## src/rtl/wb_accel_hub.sv

```systemverilog
// Wishbone fan-out hub: decodes master address windows onto NR_ACCEL accelerator
// slaves through registered request/response stages, with a watchdog and sticky faults.
module wb_accel_hub #(
  parameter int unsigned       NR_ACCEL  = 2,
  parameter int unsigned       DATA_W    = 32,
  parameter int unsigned       ADDR_W    = 32,
  parameter logic [ADDR_W-1:0] BASE_ADDR = '0,
  parameter int unsigned       SLOT_BITS = 12,
  parameter int unsigned       TIMEOUT   = 256
) (
  input  logic                             clk,
  input  logic                             rst_n,
  input  logic [ADDR_W-1:0]                m_adr_i,
  input  logic [DATA_W-1:0]                m_dat_i,
  input  logic [DATA_W/8-1:0]              m_sel_i,
  input  logic                             m_we_i,
  input  logic                             m_cyc_i,
  input  logic                             m_stb_i,
  output logic [DATA_W-1:0]                m_dat_o,
  output logic                             m_ack_o,
  output logic                             m_err_o,
  output logic [NR_ACCEL*ADDR_W-1:0]       s_adr_o,
  output logic [NR_ACCEL*DATA_W-1:0]       s_dat_o,
  output logic [NR_ACCEL*(DATA_W/8)-1:0]   s_sel_o,
  output logic [NR_ACCEL-1:0]              s_we_o,
  output logic [NR_ACCEL-1:0]              s_cyc_o,
  output logic [NR_ACCEL-1:0]              s_stb_o,
  input  logic [NR_ACCEL*DATA_W-1:0]       s_dat_i,
  input  logic [NR_ACCEL-1:0]              s_ack_i,
  input  logic [NR_ACCEL-1:0]              s_err_i,
  output logic [NR_ACCEL-1:0]              fault_o,
  input  logic [NR_ACCEL-1:0]              fault_clr_i,
  output logic                             busy_o
);

  localparam int unsigned SEL_W = DATA_W / 8;
  localparam int unsigned IDX_W = (NR_ACCEL > 1) ? $clog2(NR_ACCEL) : 1;
  localparam int unsigned CNT_W = 16;
  localparam logic [CNT_W-1:0] CNT_LAST = CNT_W'(TIMEOUT - 1);

  typedef enum logic [1:0] {
    S_IDLE,
    S_REQ,
    S_RESP
  } state_e;

  state_e              state, state_d;
  logic [IDX_W-1:0]    idx_q;
  logic [SLOT_BITS-1:0] off_q;
  logic [DATA_W-1:0]   wdat_q;
  logic [DATA_W-1:0]   rdat_q;
  logic [SEL_W-1:0]    sel_q;
  logic                we_q;
  logic                ack_q;
  logic [CNT_W-1:0]    cnt_q;
  logic [NR_ACCEL-1:0] fault_q;

  logic [ADDR_W-1:0]   rel_adr;
  logic [ADDR_W-1:0]   slot;
  logic                in_range;
  logic                req;

  logic                sel_ack;
  logic                sel_err;
  logic [DATA_W-1:0]   sel_dat;

  logic                go_ack;
  logic                go_err;
  logic                fault_hit;
  logic [NR_ACCEL-1:0] fault_set;

  // Window decode; wrap-around below BASE_ADDR is excluded by the explicit compare.
  assign rel_adr  = m_adr_i - BASE_ADDR;
  assign slot     = rel_adr >> SLOT_BITS;
  assign in_range = (m_adr_i >= BASE_ADDR) && (slot < ADDR_W'(NR_ACCEL));
  assign req      = m_cyc_i & m_stb_i;

  // Slave fan-out is driven purely from registered fields, so the master never
  // reaches a slave combinationally.
  always_comb begin
    // NOTE: every output of a combinational block gets a default first so no path
    // leaves it unassigned, which would otherwise infer a latch.
    s_adr_o = '0;
    s_dat_o = '0;
    s_sel_o = '0;
    s_we_o  = '0;
    s_cyc_o = '0;
    s_stb_o = '0;
    sel_ack = 1'b0;
    sel_err = 1'b0;
    sel_dat = '0;
    for (int i = 0; i < NR_ACCEL; i++) begin
      if (idx_q == IDX_W'(i)) begin
        sel_ack = s_ack_i[i];
        sel_err = s_err_i[i];
        sel_dat = s_dat_i[i*DATA_W +: DATA_W];
        if (state == S_REQ) begin
          s_adr_o[i*ADDR_W +: ADDR_W] = ADDR_W'(off_q);
          s_dat_o[i*DATA_W +: DATA_W] = wdat_q;
          s_sel_o[i*SEL_W +: SEL_W]   = sel_q;
          s_we_o[i]  = we_q;
          s_cyc_o[i] = 1'b1;
          s_stb_o[i] = 1'b1;
        end
      end
    end
  end

  always_comb begin
    state_d   = state;
    go_ack    = 1'b0;
    go_err    = 1'b0;
    fault_hit = 1'b0;
    unique case (state)
      S_IDLE: begin
        if (req) begin
          if (in_range) begin
            state_d = S_REQ;
          end else begin
            state_d = S_RESP;
            go_err  = 1'b1;
          end
        end
      end
      S_REQ: begin
        // Abort beats any response; err beats ack; any response beats the watchdog.
        if (!m_cyc_i) begin
          state_d = S_IDLE;
        end else if (sel_err) begin
          state_d   = S_RESP;
          go_err    = 1'b1;
          fault_hit = 1'b1;
        end else if (sel_ack) begin
          state_d = S_RESP;
          go_ack  = 1'b1;
        end else if (cnt_q == CNT_LAST) begin
          state_d   = S_RESP;
          go_err    = 1'b1;
          fault_hit = 1'b1;
        end
      end
      S_RESP:  state_d = S_IDLE;
      default: state_d = S_IDLE;
    endcase
  end

  always_comb begin
    fault_set = '0;
    for (int i = 0; i < NR_ACCEL; i++) begin
      fault_set[i] = fault_hit && (idx_q == IDX_W'(i));
    end
  end

  always_ff @(posedge clk or negedge rst_n) begin
    // NOTE: state registers use non-blocking assignments so every flop samples the
    // pre-edge values regardless of statement order.
    if (!rst_n) begin
      state <= S_IDLE;
    end else begin
      state <= state_d;
    end
  end

  always_ff @(posedge clk or negedge rst_n) begin
    if (!rst_n) begin
      idx_q   <= '0;
      off_q   <= '0;
      wdat_q  <= '0;
      sel_q   <= '0;
      we_q    <= 1'b0;
      ack_q   <= 1'b0;
      rdat_q  <= '0;
      cnt_q   <= '0;
      fault_q <= '0;
    end else begin
      if (state == S_IDLE && req && in_range) begin
        idx_q  <= slot[IDX_W-1:0];
        off_q  <= m_adr_i[SLOT_BITS-1:0];
        wdat_q <= m_dat_i;
        sel_q  <= m_sel_i;
        we_q   <= m_we_i;
      end
      cnt_q <= (state == S_REQ && state_d == S_REQ) ? cnt_q + 1'b1 : '0;
      if (go_ack || go_err) begin
        ack_q  <= go_ack;
        rdat_q <= (go_ack && !we_q) ? sel_dat : '0;
      end
      // Set has priority over a simultaneous clear.
      fault_q <= (fault_q & ~fault_clr_i) | fault_set;
    end
  end

  assign m_ack_o = (state == S_RESP) &&  ack_q;
  assign m_err_o = (state == S_RESP) && !ack_q;
  assign m_dat_o = m_ack_o ? rdat_q : '0;
  assign fault_o = fault_q;
  assign busy_o  = (state != S_IDLE);

endmodule

```

## config.mk

```make
export PLATFORM = sky130hd
export DESIGN_NAME = wb_accel_hub
export DESIGN_NICKNAME = d
export VERILOG_FILES = /design/src/rtl/wb_accel_hub.sv
export SDC_FILE = /design/constraint.sdc
export NUM_CORES = 1
export LEC_CHECK = 0
export BUFFER_PORTS_ARGS = -buffer_cell sky130_fd_sc_hd__buf_2
export CORE_MARGIN = 5
export CORE_UTILIZATION = 30
export CTS_CLUSTER_SIZE = 30
export DETAILED_ROUTE_END_ITERATION = 12
export HOLD_SLACK_MARGIN = 0.08
export PLACE_DENSITY = 0.65
export SLEW_MARGIN = 40
export SYNTH_ARGS = -nofsm -noshare
export SYNTH_HDL_FRONTEND = slang
export SYNTH_SLANG_ARGS = --single-unit
```

## constraint.sdc

```tcl
create_clock -name clk -period 1.95 [get_ports clk]
set_input_delay 0.0975 -clock clk [delete_from_list [all_inputs] [get_ports clk]]
set_output_delay 0.0975 -clock clk [all_outputs]
set_load 0.01 [all_outputs]
```

Yosys cells after proc, flatten, opt, wreduce, memory -nomap -nowiden

Cells that the tools add are included.

Magnitude comparators: 2
$add $sub $neg: 1
Bitwise gates (word level): 5
Equality and inequality tests: 4
Reduce and logical (&&, ||, !) cells: 14
Mux-type cells: 40

Operators by type and width:

| kind                    | number |
|---|---|
| $mux W32                | 8 |
| $ge A32 B1 Y1 const B   | 1 |
| $lt A20 B2 Y1 const B   | 1 |
| $mux W1                 | 19 |
| $add A16 B1 Y16 const B | 1 |
| $eq A16 B8 Y1 const B   | 1 |
| $mux W16                | 1 |
| $mux W12                | 1 |
| $mux W2                 | 6 |
| $mux W4                 | 3 |
| $logic_and A1 B1 Y1     | 9 |
| $eq A2 B1 Y1 const B    | 2 |
| $pmux W2 S2             | 1 |
| $and A2 B2 Y2           | 1 |
| $eq A2 B2 Y1 const B    | 1 |
| $logic_not A1 Y1        | 2 |
| $logic_not A2 Y1        | 1 |
| $not A2 Y2              | 1 |
| $or A2 B2 Y2            | 1 |
| $pmux W1 S2             | 1 |
| $reduce_bool A2 Y1      | 1 |
| $and A1 B1 Y1           | 1 |
| $logic_or A1 B1 Y1      | 1 |
| $not A1 Y1              | 1 |

Register bits after elaboration: 103
Input port bits: 143
Word-level logic and storage cells: 76

Longest topological paths before layout

Gate-level depths: netlist of the first run.

Word-level depth: 9
Gate-level depth with buffers: 6

Worst setup path after synthesis of the first run

No wires, ideal clock.

Path type: reg-to-reg
Start point: register cnt_q[8]
End point: register rdat_q[0]
Cell stages (with the launch flop): 6
Setup time: 132 ps
Data arrival time: 1894 ps
Path slack: -75 ps
Path buffers: 1
Path through: dfrtp_1 > or4_1 > or4_4 > a21oi_4 > buf_6 > o31ai_1

Cells in the longest elaborated chain, start to end: 7

Ends and longest elaborated chain:

| what                     | RTL line | RTL |
|---|---|---|
| start: declaration       | 55       | `logic [CNT_W-1:0] cnt_q;` |
| start signal: assignment | 183      | `cnt_q <= (state == S_REQ && state_d == S_REQ) ? cnt_q + 1'b1 : '0;` |
| $eq A16 B8 Y1            | 136      | `end else if (cnt_q == CNT_LAST) begin` |
| $mux W1                  | 136      |  |
| $mux W1                  | 133      | `end else if (sel_ack) begin` |
| $mux W1                  | 129      | `end else if (sel_err) begin` |
| $mux W1                  | 127      | `if (!m_cyc_i) begin` |
| $pmux W1 S2              | 114      | `unique case (state)` |
| $logic_or A1 B1 Y1       | 184      | `if (go_ack \|\| go_err) begin` |
| end signal: assignment   | 186      | `rdat_q <= (go_ack && !we_q) ? sel_dat : '0;` |
| end: declaration         | 51       | `logic [DATA_W-1:0] rdat_q;` |

No other way between the ends.
A chain may end at the register's enable or synchronous reset.

Worst setup path after layout of the first run

Start point: register cnt_q[11]
End point: register rdat_q[25]

Same word-level chain as after synthesis.

==> results.yml, run 1 <==
finish:
  utilization_pct: 46.2
  diodes: 0
  multi_input_area_sq_um: 2950
  drive_above_1_share_pct: 45.8
  final_cell_mix: "278 x buf_2, 129 x and2_1, 103 x dfrtp_1, 80 x mux2_2, 74 x dlygate4sd3_1"
  syn_to_final_growth_pct: 52.1
  final_nets: 1108
  ff_latch_area_sq_um: 2580
  n_fill_cell: 1787
  mostFrequentLayoutCell: "buf_2"
yosys:
  yosys_warnings: 0
  synth_cell_types: 39
  synth-main-ff-cell: "dfrtp_1"
  async_flop_share_pct: 100
  yosysSeqAreaShare_pct: 43.6
  synth_cells: 587
  ys_seq_elements: 103
  synthTopCellsByArea: "dfrtp_1 44%, mux2_2 15%, and2_1 14%"
  post-synth-top-area-fraction_pct: 43.6
  syn_area_sq_um: 5910
  synth.avg_cell_area_sq_um: 10.1
  synth_top_area_cell: "dfrtp_1"
  synth_edf_count: 0
run_status:
  outcome: "finished with violations"
  violations: "setup timing"
worst_setup_path:
  worst_setup_path_end_kind: "flip-flop"
  required_ps: 2170
  slowest_stage: "or4_1"
  critPathBufInv: 1
  worstPathMaxFanout: 24
  reg2reg_slack_ps: -100
  cp_data_arrival_time_ps: 2260
  timing.rr.start: "cnt_q[11]$_DFF_PN0_"
  worstReg2RegEnd: "rdat_q[25]$_DFFE_PN0P_"
  worstPathCellList: "or4_1 > or4_4 > a21oi_4 > buf_12 > o31ai_1"
  startpoint_type: "flip-flop"
  cpPeakStageDelay_ps: 520
  ff2ff_path_depth: 5
  critPathTopFamily: "simple AND/OR/NAND/NOR gates"
  worstSetupPathType: "flip-flop to flip-flop"
sta:
  max_freq_mhz: 488
  fin_skew_ps: 11.0
  slew_violations: 0
  finalCritPeriodShare_pct: 105
  fin_ws_ps: -99.0
  setup_viol: 57
  hold_viol_final: 0
  whs_ps: 92.3
  rsz0062_at_grt: "yes"
  period_needed_ps: 2050
power_and_ir_drop:
  peakVddDrop_uv: 385
  p_leak_nw: 4.70
  pwr_density_cell_nw_per_um2: 481
  totalPowerFinal_mw: 4.33
worst_hold_path:
  holdPathStages: 4
  min_path_type: "input port to flip-flop"
  hp-start: "s_dat_i[53]"
  holdPathEnd: "rdat_q[21]$_DFFE_PN0P_"
placed_design:
  dp_slack_ps: -247
  place.gp.congestion: 0.802
  portBuffers: 281
  dp_hpwl_mm: 12.8
global_route:
  grt_max_degree: 59
  grt_pass1_wl_mm: 28.0
  grt_usage_pct: 15.4
  antenna_found_initial: 0
  grt_overflow: 0
  grt_pass1_vias: 5674
cts:
  clockBufferDepth: 2
  cts-buffers-inserted: 9
  htreeDepth: 3
  clock_sinks: 103
  insertion_delay_ps: 350
  path_clk_slew_ps: 70
  cts_tree: "yes"
  root_buffer: "clkbuf_16"
die:
  io_pins: 322
  die_h_um: 150
  rows: 51
  core_sq_um: 19500
  die_x_um: 150
  dieArea_sq_um: 22600
  start_util_pct: 30.4
routing:
  vias: 5394
  ant_nets: 0
  drt_iter0_markers: 222
  avgViaCountPerCell: 4.37
  wirelength_mm: 18.8
  drc: 0
  dr.pass1.iters: 4
  routedWlPerCell_um: 15.2
run:
  max_cap_violations: 0
## power breakdown
part / total, mW / internal [mW] / switching (mW)
Clock: 1.75 / 0.918 / 0.831
Sequential: 2.14 / 2.14 / 0.000731
Combinational: 0.441 / 0.250 / 0.191
Total: 4.33 / 3.30 / 1.02
## tightest hold or removal path, cell delays in order
cell and delay (ps):
buf_2 70, mux2_2 130, nand2_1 50, o31ai_1 50
## worst max-delay path by stage
stage,endpoint,startpoint,cells after the start,slack (ps)
2_1_floorplan,rdat_q[0]$_DFFE_PN0P_,cnt_q[11]$_DFF_PN0_,5,-60
3_3_place_gp,fault_o[0]$_DFF_PN0_,cnt_q[11]$_DFF_PN0_,4,-160
3_5_place_dp,fault_o[0]$_DFF_PN0_,cnt_q[11]$_DFF_PN0_,4,-250
4_1_cts,rdat_q[25]$_DFFE_PN0P_,cnt_q[11]$_DFF_PN0_,5,-110
5_1_grt,rdat_q[18]$_DFFE_PN0P_,cnt_q[10]$_DFF_PN0_,5,-180
6_report,rdat_q[25]$_DFFE_PN0P_,cnt_q[11]$_DFF_PN0_,5,-100
## repair_timing
action	in CTS	in global routing
endpoints found under the setup margin	100	77
resized for setup	6	17
buffers inserted	4	7
cloned	1	4
hold buffers	74	0
endpoints found under the hold margin	168	0
pin swaps	3	3
## flip-flops by register name, summed over array words and instances, names as in the netlist
name / cells
off_q: 12
fault_o: 2
ack_q: 1
idx_q: 1
state: 2
sel_q: 4
rdat_q: 32
we_q: 1
wdat_q: 32
cnt_q: 16
## metal layers
metal	track usage, %	routed length (um)	up-vias
li1	-	-	2611
met1	17.8	7480	2527
met2	27.6	9340	227
met3	3.91	1520	29
met4	5.44	430	0
met5	0	0	-
## logic make-up after synthesis
family | after synthesis | synth area share [%]
AO/OA/AOI/OAI | 42 | 5.53
adder cells (fa/ha/maj) | 1 | 0.212
other | 1 | 0.0634
AND/OR/NAND/NOR | 230 | 22.2
buffers and inverters | 114 | 10.6
flip-flops | 103 | 43.6
XOR/XNOR | 13 | 1.93
multiplexers | 83 | 15.8
## cells in the mapped netlist, types with 2 or more instances
| library cell | instances |
|---|---|
| mux2_2 | 80 |
| dfrtp_1 | 103 |
| nor3b_1 | 4 |
| nand2b_1 | 2 |
| a21oi_1 | 3 |
| nand4_1 | 5 |
| nor2_1 | 21 |
| nand3_1 | 6 |
| nor4_1 | 6 |
| clkbuf_1 | 23 |
| inv_1 | 39 |
| o31ai_1 | 32 |
| buf_4 | 47 |
| nand3b_1 | 3 |
| or4_1 | 3 |
| nand2_1 | 36 |
| and3b_1 | 2 |
| nor3_1 | 4 |
| and2_1 | 131 |
| xnor2_1 | 12 |
| mux2_1 | 3 |
| o41ai_1 | 2 |
| buf_6 | 3 |
| buf_2 | 2 |
## layout make-up
cell class	instances	area share [%]
Timing Repair Buffer	402	29.9
Inverter	39	1.68
Clock inverter	6	0.543
Multi-Input combinational cell	409	32.9
Tap cell	265	3.69
Clock buffer	10	2.66
Sequential cell	103	28.7
## through the flow
stage,area (sq um),instances,setup TNS [ps]
floorplan,6060,626,-1780
global placement,7680,1129,-4230
detailed placement,7680,1129,-7390
CTS,8800,1224,-3090
global route,8990,1234,-8730
finish,8990,1234,-2710
Note: power is estimated with default switching activity, not from simulation.
==> run 2: changes to the inputs <==
- PLACE_DENSITY: 0.65 -> not set
- PLACE_DENSITY_LB_ADDON: not set -> 0.12
==> results.yml, run 2 (synthesis gave the netlist of run 1 again) <==
run_status:
  outcome: "finished with violations"
  violations: "setup timing"
power_and_ir_drop:
  p_clk_share_pct: 43.4
  peakVddDrop_uv: 389
  pwr-share-comb_pct: 9.6
  p_switching_mw: 1.00
  swShare_pct: 22.0
  p_int_mw: 3.54
  p_seq_share_pct: 47.0
  p_leak_nw: 4.70
  pwr_density_cell_nw_per_um2: 505
die:
  rows: 51
  io_pins: 322
  die_h_um: 150
  dieArea_sq_um: 22600
  die_x_um: 150
  core_sq_um: 19500
  start_util_pct: 30.4
worst_setup_path:
  worstPathMaxFanout: 16
  critPathTopFamily: "simple AND/OR/NAND/NOR gates"
  worst_setup_path_end_kind: "flip-flop"
  cpPeakStageDelay_ps: 530
  worstSetupPathType: "flip-flop to flip-flop"
  slowest_stage: "or4_4"
  startpoint_type: "flip-flop"
  cp_data_arrival_time_ps: 2310
  critPathBufInv: 1
  worstPathCellList: "or4_1 > or4_4 > a21oi_4 > clkbuf_16 > o31ai_1"
  required_ps: 2170
routing:
  drt_iter0_markers: 137
  routedWlPerCell_um: 15.4
  vias: 5206
  ant_nets: 0
  dr.pass1.iters: 4
  wirelength_mm: 19.0
  avgViaCountPerCell: 4.23
  drc: 0
placed_design:
  place.gp.congestion: 0.769
  post_dp_cell_area_sq_um: 7740
  dp_slack_ps: -131
  portBuffers: 281
  dp_hpwl_mm: 13.7
global_route:
  grt_overflow: 0
  grt_pass1_wl_mm: 28.5
  grt_pass1_vias: 5343
  grt_max_degree: 39
  grt_usage_pct: 16.1
  antenna_found_initial: 1
finish:
  mostFrequentLayoutCell: "buf_2"
  diodes: 0
  final_cell_mix: "279 x buf_2, 131 x and2_1, 102 x dfrtp_1, 80 x mux2_2, 75 x dlygate4sd3_1"
  reg_top3: "rdat_q: 32 flops, wdat_q: 32 flops, cnt_q: 16 flops"
  syn_to_final_growth_pct: 52.4
  drive_above_1_share_pct: 45.3
  n_fill_cell: 1851
  postLayoutCellArea_sq_um: 9010
  final_nets: 1106
sta:
  hold_viol_final: 0
  fin_skew_ps: 10.2
  period_needed_ps: 2090
  max_freq_mhz: 479
  slew_headroom_pct: 58.9
  finalCritPeriodShare_pct: 107
  worst_slew_pin_slew_ps: 615
  whs_ps: 93.9
  setup_viol: 49
  slew_violations: 0
  rsz0062_at_grt: "yes"
  fin_ws_ps: -140
cts:
  path_clk_slew_ps: 70
  cts-buffers-inserted: 9
  cts_tree: "yes"
  root_buffer: "clkbuf_16"
  clock_sinks: 103
  htreeDepth: 3
  insertion_delay_ps: 350
  clockBufferDepth: 2
run:
  max_cap_violations: 0
worst_hold_path:
  min_path_type: "input port to flip-flop"
[run 2: cell types whose count changed in the layout (fill, tap and decap cells not counted), sizes merged]
cell and change:
clkbuf -3, inv -2, clkinvlp +1, clkinv -2
dlygate4sd3 +1, buf -1, bufinv +2, bufbuf +1
[run 2: layer usage]
| layer | vias to the layer above | wire [um] | global-route usage, % |
|---|---|---|---|
| met5 | - | 13 | 0 |
| met4 | 2 | 291 | 4.80 |
| met3 | 19 | 1660 | 4.33 |
| met2 | 214 | 9190 | 27.5 |
| met1 | 2372 | 7800 | 20.0 |
| li1 | 2599 | - | - |
[run 2: power by group through the flow]
stage | logic [mW] | registers (mW) | clock network, mW
floorplan | 0.152 | 2.18 | 0
global placement | 0.318 | 2.18 | 0
global route | 0.487 | 2.14 | 2.12
finish | 0.438 | 2.14 | 1.97
CTS | 0.444 | 2.14 | 2.05
detailed placement | 0.317 | 2.18 | 0
[run 2: through the flow]
step / power, mW / utilization (%) / TNS, ps / std cells
after global routing: 4.74 / 46.3 / -8250 / 1231
after CTS: 4.63 / 46.0 / -4970 / 1227
after floorplan: 2.33 / - / -1780 / 626
after global placement: 2.50 / 39.7 / -5580 / 1131
after detailed placement: 2.50 / 39.7 / -8610 / 1131
final: 4.55 / 46.3 / -4930 / 1231
[run 2: worst reg2reg max path: stages, from the launching register on]
cell and delay, ps:
dfrtp_1 370, or4_1 510, or4_4 530, a21oi_4 240, clkbuf_16 230, o31ai_1 80
[run 2: final timing paths]
path                       cells past startpoint            startpoint  slack [ps]                      to
max                                            5   cnt_q[11]$_DFF_PN0_        -140   rdat_q[4]$_DFFE_PN0P_
min                                            4           s_dat_i[57]          90  rdat_q[25]$_DFFE_PN0P_
max reg2reg                                    5   cnt_q[11]$_DFF_PN0_        -140   rdat_q[4]$_DFFE_PN0P_
min reg2reg                                    2  fault_o[0]$_DFF_PN0_         500    fault_o[0]$_DFF_PN0_
max in group asynchronous                      3                 rst_n        1150  wdat_q[17]$_DFFE_PN0P_
min in group asynchronous                      2                 rst_n         230  rdat_q[16]$_DFFE_PN0P_
[run 2: layout make-up]
cell class	instances	area, sq um	area share [%]
flip-flops and latches	103	2580	28.6
clock buffers	10	239	2.65
well taps	265	332	3.68
multi-input cells	409	2920	32.4
inverters	39	146	1.62
clock inverters	5	81.3	0.903
repair buffers	400	2720	30.1
[run 2: timing repair]
action | 4_1_cts | 5_1_grt
endpoints found under the hold margin | 116 | 0
setup endpoints to repair | 120 | 111
gates resized for setup | 7 | 5
pin swaps | 1 | 2
setup buffers | 3 | 3
cloned | 3 | 1
hold buffers | 75 | 0
==> run 3: changes to the inputs <==
- CORE_ASPECT_RATIO: not set -> 0.75
==> results.yml, run 3 (synthesis gave the netlist of run 1 again) <==
run_status:
  outcome: "finished with violations"
  violations: "setup timing"
global_route:
  grt_pass1_vias: 5263
  grt_usage_pct: 15.9
  grt_pass1_wl_mm: 29.0
  antenna_found_initial: 0
  grt_max_degree: 51
  grt_overflow: 0
finish:
  drive_above_1_share_pct: 51.5
  final_nets: 1102
  mostFrequentLayoutCell: "buf_2"
  final_cell_mix: "233 x buf_2, 102 x dfrtp_1, 84 x and2_1, 80 x mux2_2, 66 x dlygate4sd3_1"
  diodes: 0
  syn_to_final_growth_pct: 60.5
  reg_top3: "rdat_q: 32 flops, wdat_q: 32 flops, cnt_q: 16 flops"
  n_fill_cell: 1809
worst_setup_path:
  reg2reg_slack_ps: -160
  required_ps: 2180
  startpoint_type: "flip-flop"
  cp_data_arrival_time_ps: 2330
  worstSetupPathType: "flip-flop to flip-flop"
  ff2ff_path_depth: 6
  worstPathCellList: "or4_4 > or4_4 > a21oi_4 > buf_6 > clkbuf_16 > o31ai_1"
  worst_setup_path_end_kind: "flip-flop"
  worstPathMaxFanout: 8
  crit_path_frequent_cell: "or4_4"
  slowest_stage: "or4_4"
  cpPeakStageDelay_ps: 530
cts:
  cts_tree: "yes"
  htreeDepth: 3
  cts-buffers-inserted: 9
  path_clk_slew_ps: 80
  root_buffer: "clkbuf_16"
  clockBufferDepth: 2
  insertion_delay_ps: 350
  clock_sinks: 103
run:
  max_cap_violations: 0
routing:
  vias: 5324
  dr.pass1.iters: 4
  ant_nets: 0
  wirelength_mm: 20.0
  drc: 0
  avgViaCountPerCell: 4.38
  drt_iter0_markers: 168
  routedWlPerCell_um: 16.5
sta:
  fin_ws_ps: -156
  whs_ps: 88.0
  finalCritPeriodShare_pct: 108
  setup_viol: 70
  slew_violations: 0
  hold_viol_final: 0
  period_needed_ps: 2110
  fin_skew_ps: 14.4
  rsz0062_at_grt: "yes"
  max_freq_mhz: 475
die:
  dieArea_sq_um: 22600
  die_h_um: 132
  start_util_pct: 30.5
  die_x_um: 172
  io_pins: 322
  rows: 44
  core_sq_um: 19400
placed_design:
  place.gp.congestion: 0.728
  dp_hpwl_mm: 12.7
  portBuffers: 281
worst_hold_path:
  min_path_type: "input port to flip-flop"
  holdPathStages: 4
power_and_ir_drop:
  p_leak_nw: 4.81
  totalPowerFinal_mw: 4.39
  pwr_density_cell_nw_per_um2: 462
  peakVddDrop_uv: 389
-- run 3: final cells by class --
class | count | area (sq um) | share of cell area (%)
inverters | 39 | 146 | 1.54
multi-input cells | 409 | 3090 | 32.5
clock buffers | 11 | 253 | 2.66
flip-flops and latches | 103 | 2580 | 27.2
repair buffers | 396 | 3060 | 32.2
well taps | 253 | 317 | 3.34
clock inverters | 5 | 48.8 | 0.514
-- run 3: path summary, 6_finish.rpt --
| kind | from | endpoint |
|---|---|---|
| min in group asynchronous | rst_n | rdat_q[8]$_DFFE_PN0P_ |
| max | cnt_q[13]$_DFF_PN0_ | rdat_q[18]$_DFFE_PN0P_ |
| max in group asynchronous | rst_n | off_q[2]$_DFFE_PN0P_ |
| max reg2reg | cnt_q[13]$_DFF_PN0_ | rdat_q[18]$_DFFE_PN0P_ |
| min | s_dat_i[8] | rdat_q[8]$_DFFE_PN0P_ |
| min reg2reg | fault_o[0]$_DFF_PN0_ | fault_o[0]$_DFF_PN0_ |
-- run 3: worst max-delay path: cells and delay by family, from the launching register on --
family	cells	cell delay, ps
AOI/OAI and AO/OA	2	230
and+or+nand+nor	2	1050
buffers and inverters	2	310
DFF	1	410
-- run 3: timing repair --
| action | 4_1_cts | 5_1_grt |
|---|---|---|
| buffers inserted | 9 | 2 |
| hold buffers | 66 | 0 |
| pin swaps | 6 | 36 |
| cloned | 5 | 7 |
| gates resized for setup | 17 | 117 |
| hold endpoints to repair | 93 | 0 |
| endpoints found under the setup margin | 149 | 100 |
-- run 3: layer usage --
metal,track usage [%],wire length [um],share of wire (%)
met2,27.1,9930,50
met3,3.09,1090,5.4
met5,0,0,0
met1,21.0,8740,44
met4,3.23,261,1.3
-- run 3: metrics by stage --
step	setup TNS (ps)	util, %	worst slack, ps	area [sq um]	instances
floorplan	-1780	-	-59.4	6060	626
global placement	-7680	39.4	-95.6	7640	1113
detailed placement	-11590	39.4	-143	7640	1113
CTS	-5740	45.7	-153	8860	1209
global route	-11070	49.0	-195	9490	1216
finish	-5290	49.0	-156	9490	1216
-- run 3: power breakdown --
group	switching [mW]	internal [mW]	leakage, nW
Combinational	0.182	0.237	3.22
Clock	0.866	0.966	0.150
Sequential	0.000569	2.14	1.44
